<file path="src/rtl/mult_div_unit.sv">
// Iterative HI/LO multiply/divide unit: one shift-add or restoring shift-subtract step per cycle.
// Also supports direct HI/LO writes (MTHI/MTLO) while idle.
module mult_div_unit #(
  parameter int unsigned DATA_WIDTH = 32
) (
  input  logic                  clk,
  input  logic                  rst,
  input  logic                  start,
  input  logic [1:0]            op,
  input  logic [DATA_WIDTH-1:0] operand_a,
  input  logic [DATA_WIDTH-1:0] operand_b,
  input  logic                  hi_we,
  input  logic                  lo_we,
  input  logic [DATA_WIDTH-1:0] wdata,
  output logic                  busy,
  output logic                  done,
  output logic                  div_by_zero,
  output logic [DATA_WIDTH-1:0] hi,
  output logic [DATA_WIDTH-1:0] lo
);

  localparam int unsigned W  = DATA_WIDTH;
  localparam int unsigned CW = $clog2(DATA_WIDTH);

  typedef enum logic [1:0] {StIdle, StCalc, StFix, StDone} state_e;

  state_e          state_q, state_d;
  logic [CW-1:0]   cnt_q;
  logic            div_q;
  logic            neg_res_q;
  logic            neg_a_q;
  logic            dbz_q;
  logic [W-1:0]    opnd_q;
  logic [W-1:0]    acc_hi_q;
  logic [W-1:0]    acc_lo_q;
  logic [W-1:0]    hi_q;
  logic [W-1:0]    lo_q;

  logic            accept;
  logic            signed_op;
  logic            a_neg;
  logic            b_neg;
  logic [W-1:0]    mag_a;
  logic [W-1:0]    mag_b;
  logic [W:0]      mul_sum;
  logic [W:0]      div_trial;
  logic [2*W-1:0]  prod;
  logic [2*W-1:0]  prod_fix;
  logic [W-1:0]    quo_fix;
  logic [W-1:0]    rem_fix;
  logic [W-1:0]    fix_hi;
  logic [W-1:0]    fix_lo;

  assign accept = start & ((state_q == StIdle) | (state_q == StDone));

  // State register
  always_ff @(posedge clk) begin
    if (rst) begin
      state_q <= StIdle;
    end else begin
      state_q <= state_d;
    end
  end

  // Next-state logic
  always_comb begin
    state_d = state_q;
    unique case (state_q)
      StIdle: if (start) state_d = StCalc;
      StCalc: if (cnt_q == CW'(W - 1)) state_d = StFix;
      StFix:  state_d = StDone;
      StDone: state_d = start ? StCalc : StIdle;
      default: state_d = StIdle;
    endcase
  end

  // Outputs
  always_comb begin
    busy        = (state_q == StCalc) | (state_q == StFix);
    done        = (state_q == StDone);
    div_by_zero = (state_q == StDone) & dbz_q;
    hi          = hi_q;
    lo          = lo_q;
  end

  // Operand conditioning and per-step / sign-fix arithmetic
  always_comb begin
    signed_op = ~op[0];
    a_neg     = signed_op & operand_a[W-1];
    b_neg     = signed_op & operand_b[W-1];
    mag_a     = a_neg ? -operand_a : operand_a;
    mag_b     = b_neg ? -operand_b : operand_b;

    mul_sum   = {1'b0, acc_hi_q} + {1'b0, (acc_lo_q[0] ? opnd_q : '0)};
    // No borrow (msb clear) means the divisor fits into the partial remainder.
    div_trial = {acc_hi_q, acc_lo_q[W-1]} - {1'b0, opnd_q};

    prod      = {acc_hi_q, acc_lo_q};
    prod_fix  = neg_res_q ? -prod : prod;
    quo_fix   = dbz_q ? '1 : (neg_res_q ? -acc_lo_q : acc_lo_q);
    // With a zero divisor the remainder path ends up holding |dividend|, restoring operand_a.
    rem_fix   = neg_a_q ? -acc_hi_q : acc_hi_q;

    fix_hi    = div_q ? rem_fix : prod_fix[2*W-1:W];
    fix_lo    = div_q ? quo_fix : prod_fix[W-1:0];
  end

  // Datapath registers
  always_ff @(posedge clk) begin
    if (rst) begin
      cnt_q     <= '0;
      div_q     <= 1'b0;
      neg_res_q <= 1'b0;
      neg_a_q   <= 1'b0;
      dbz_q     <= 1'b0;
      opnd_q    <= '0;
      acc_hi_q  <= '0;
      acc_lo_q  <= '0;
      hi_q      <= '0;
      lo_q      <= '0;
    end else begin
      if (accept) begin
        cnt_q     <= '0;
        div_q     <= op[1];
        neg_res_q <= a_neg ^ b_neg;
        neg_a_q   <= a_neg;
        dbz_q     <= op[1] & (operand_b == '0);
        opnd_q    <= op[1] ? mag_b : mag_a;
        acc_hi_q  <= '0;
        acc_lo_q  <= op[1] ? mag_a : mag_b;
      end else if (state_q == StCalc) begin
        cnt_q <= cnt_q + 1'b1;
        if (div_q) begin
          if (!div_trial[W]) begin
            acc_hi_q <= div_trial[W-1:0];
          end else begin
            acc_hi_q <= {acc_hi_q[W-2:0], acc_lo_q[W-1]};
          end
          acc_lo_q <= {acc_lo_q[W-2:0], ~div_trial[W]};
        end else begin
          {acc_hi_q, acc_lo_q} <= {mul_sum, acc_lo_q[W-1:1]};
        end
      end

      if (state_q == StFix) begin
        hi_q <= fix_hi;
        lo_q <= fix_lo;
      end else if (!busy && !accept) begin
        if (hi_we) hi_q <= wdata;
        if (lo_we) lo_q <= wdata;
      end
    end
  end

endmodule

</file>
<file path="config.mk">
export PLATFORM = sky130hd
export DESIGN_NAME = mult_div_unit
export DESIGN_NICKNAME = d
export VERILOG_FILES = /design/src/rtl/mult_div_unit.sv
export SDC_FILE = /design/constraint.sdc
export NUM_CORES = 1
export LEC_CHECK = 0
export ABC_AREA = 0
export BUFFER_PORTS_ARGS = -buffer_cell sky130_fd_sc_hd__buf_2
export CAP_MARGIN = 10
export CORE_MARGIN = 4
export CORE_UTILIZATION = 55
export DETAILED_ROUTE_END_ITERATION = 16
export PLACE_DENSITY = 0.84
export SETUP_SLACK_MARGIN = 0.5
export SLEW_MARGIN = 20
export SYNTH_ARGS = -nofsm -noshare
export SYNTH_HDL_FRONTEND = slang
export SYNTH_SLANG_ARGS = --single-unit
</file>
<file path="constraint.sdc">
create_clock -name clk -period 4.05 [get_ports clk]
set_input_delay 0.81 -clock clk [delete_from_list [all_inputs] [get_ports clk]]
set_output_delay 0.81 -clock clk [all_outputs]
set_load 0.01 [all_outputs]
</file>
==> impl_results.md <==
* Multi-input gate area in the final layout at 10900 um^2
* Htree depth at 4
* Non-Filler Instances at 2498
* Maxcap violations at 0
* Cell at the root of the clock tree: clkbuf_16
* Drt pass-1 iters at 6
* Final #Nets at 2324
* # diodes at 0
* Power Dens Cells at 801 nW/um^2
* Register-to-register setup slack at 0.61 ns
* Worst Path Max Fanout at 4
* Routed Antenna Nets at 0
* TritonCTS clock tree: yes
* CP most frequent cell: o21a_1
* Core Area at 26900 um^2
* Worst skew pair latency at 0.45 ns
* Starting DRT DRC Count at 2118
* Fin Hold WS at 0.458 ns
* Syn nets at 2214
* #FFs+latches synth at 171
* WL per Instance at 20.6 um
* Final Skew at 0.0170 ns
* Clk slew on worst S/H paths at 0.08 ns
* Vias per cell at 6.45
* Die Ht at 173 um
* Req. time, crit path at 4.40 ns
* Setup CP Type: reg -> reg
* Slew HR at 27.9%
* Ordered cell list for the critical path: inv_1 -> ha_1 -> nor2b_1 -> o21a_1 -> a311o_1 -> a21oi_2 -> o311ai_0 -> o21ai_1 -> a41oi_1 -> o21a_1 -> o311a_1 -> o31ai_1
* Family with the most delay on the worst path: compound AO/OA/AOI/OAI gates
* Worst hold path type: reg -> reg
* Final Hold Vio Count at 0
* Final worst setup slack at 0.610 ns
* Status: finished, final reports clean
* Minimum clock period at 3.44 ns
* Vias at 16100
* Period utilization at 84.9%
* Area Overhead vs Synth at 13.1%
* Die Width at 173 um
* I/O Buffers at 169
* Main synth FF type: dfxtp_1
* Post-synthesis cell count at 2034
* Largest net degree at the start of global routing at 104
* Die area at 30000 um^2
* RePlAce Congestion at 1.01
* GR Util All Layers at 32.5%
* WP data arrival at 3.79 ns
* Synth warn at 0
* Slew Limit Fails at 0
* Peak supply drop at 467 uV
* Initial Utilization at 55.8%
* Pleak at 6.93 nW
* Slew @ Worst Pin at 1.08 ns
* Cell Area, Synth at 15000 um^2
* Sequential cell area at 3430 um^2
* Distinct cells, synth at 84
* Sequential area share after synthesis at 22.8%
* Critical path's largest stage delay at 0.46 ns
* Cell Rows at 60
* Final core occ at 63.2%
* First-pass GRT wire length at 79.6 mm
* # fillers at 2347
* Setup tns final at 0 ns
* Post-Syn Area per Cell at 7.38 um^2
* Fmax achieved at 291 MHz
* Setup violations, final at 0
* Layout cell share with drive strength beyond 1 at 15.5%
* Pre-CTS setup slack at 0.340 ns
* Worst path buffer plus inverter count at 1
* Critical path startpoint category: flop
* Longest Clk Path Bufs at 2
* DRT Wirelength at 51.6 mm
* Num CTS Buffers at 17
* Hpwl dp at 39.1 mm
* CP max-delay cell: a311o_1
* Post-synth EDFFs at 0
* Vias in the first global route at 14400
* Ys async rst share at 0%
* DRC viols at 0
* Worst Setup End Kind: flop
* Congestion Overflow GR at 0
* Initial antenna violation count at 0
* # IOs at 170
* CTS sink count at 171
* Cells after DPL at 2463
* RSZ-0062 raised after global routing: yes
[path summary, 6_finish.rpt]
| path | startpoint | cells after the start | endpoint |
|---|---|---|---|
| hold reg to reg | opnd_q[4] | 2 | opnd_q[4] |
| setup / recovery | opnd_q[1] | 12 | acc_hi_q[29] |
| setup reg to reg | opnd_q[1] | 12 | acc_hi_q[29] |
| hold / removal | opnd_q[4] | 2 | opnd_q[4] |
[sequential cells by signal (all words and copies together), names as in the netlist, 2 cells and up]
signal	cells
acc_hi_q	32
acc_lo_q	32
hi	32
lo	32
opnd_q	32
cnt_q	5
state_q	2
[worst min-delay path, delay by kind of cell (launching register included)]
family	cells	cell delay, ns
AO/OA/AOI/OAI	1	0.05
AND/OR/NAND/NOR	1	0.05
flip-flops	1	0.32
[cell families after synthesis]
group / after synthesis / share of synthesized area [%]
AO/OA/AOI/OAI: 668 / 29.5
XOR/XNOR: 173 / 10.1
adder cells (fa/ha/maj): 77 / 6.52
buffers and inverters: 205 / 5.29
flip-flops: 171 / 22.8
multiplexers: 60 / 4.08
AND/OR/NAND/NOR: 680 / 21.7
[layer usage]
layer	wire length [um]	vias to the layer above	global-route usage [%]	share of wire [%]
li1	-	7597	-	-
met1	22000	7485	46.1	43
met2	22500	906	50.5	44
met3	5150	114	5.16	10
met4	1900	0	10.6	3.7
met5	0	-	0	0
[cells in the final DEF (no fill, tap or decap), types with 11 or more instances in the layout]
cell type / synthesis / final
o21ai_0: 100 / 95
xnor2_1: 72 / 72
or4_1: 13 / 13
buf_2: 5 / 168
o21a_1: 12 / 12
nor2_1: 264 / 263
or3_1: 13 / 13
o41ai_1: 12 / 12
nor2b_1: 83 / 83
o31ai_1: 15 / 15
clkbuf_16: 0 / 17
mux2i_1: 51 / 50
and2_1: 11 / 11
and3_1: 13 / 13
dfxtp_1: 171 / 169
nor4_1: 13 / 13
buf_4: 0 / 60
xor2_1: 101 / 101
a211oi_1: 184 / 182
nor3_1: 32 / 31
a21oi_1: 182 / 178
nand2_1: 154 / 154
a21o_1: 28 / 28
inv_1: 61 / 60
nand2b_1: 18 / 17
a31oi_1: 21 / 20
ha_1: 75 / 72
nand3_1: 21 / 21
o211ai_1: 28 / 28
[through the flow]
| stage | power [W] | instance area, um^2 |
|---|---|---|
| after global routing | 0.0145 | 17000 |
| after global placement | 0.0113 | 16200 |
| after CTS | 0.0132 | 16900 |
| after floorplan | 0.00886 | 15000 |
| after detailed placement | 0.0114 | 16200 |
| final | 0.0136 | 17000 |
[cell usage after synthesis (all sizes together), types with 5 or more instances]
master / number / area, um^2
o21ai: 103 / 531
clkbuf: 126 / 477
o21bai: 9 / 67.6
a211oi: 185 / 1390
a311oi: 8 / 70.1
mux2: 9 / 101
buf: 15 / 77.6
nand2b: 18 / 113
a31o: 8 / 70.1
nand2: 154 / 578
a21oi: 182 / 911
a32o: 5 / 50.1
nor2: 265 / 997
nor4: 15 / 124
and3: 13 / 81.3
o211ai: 28 / 210
and2: 12 / 75.1
or3: 14 / 92.6
ha: 75 / 938
nand4: 11 / 75.1
or4: 15 / 120
a31oi: 21 / 131
o21a: 12 / 90.1
inv: 61 / 229
nor3b: 6 / 45.0
nor3: 33 / 170
o31ai: 16 / 125
o221ai: 5 / 43.8
dfxtp: 171 / 3420
o41ai: 13 / 121
a21o: 28 / 210
xor2: 101 / 885
a221oi: 5 / 43.8
a41oi: 5 / 43.8
mux2i: 51 / 510
nor2b: 83 / 519
xnor2: 72 / 631
nand3: 22 / 115
or2: 9 / 56.3
[final cells by class]
class | instances | share of cell area, %
inverter | 64 | 1.44
clock buffer | 18 | 2.59
sequential | 171 | 20.2
clock inverter | 14 | 1.15
multi-input combinational | 1658 | 64.1
timing repair buffer | 232 | 8.03
tap | 341 | 2.51
[power by group]
part	total, W	leakage (nW)	switching [W]	internal, W
Clock	0.00177	0.304	0.000857	0.000914
Combinational	0.00895	5.22	0.00547	0.00349
Sequential	0.00288	1.40	0.000608	0.00227
[what timing repair did]
action | in CTS | in global routing
gates resized for setup | 0 | 24
endpoints found under the setup margin | 0 | 33
hold buffers | 0 | 0
setup buffers | 0 | 3
No activity file was read; power rests on OpenSTA's default activity.
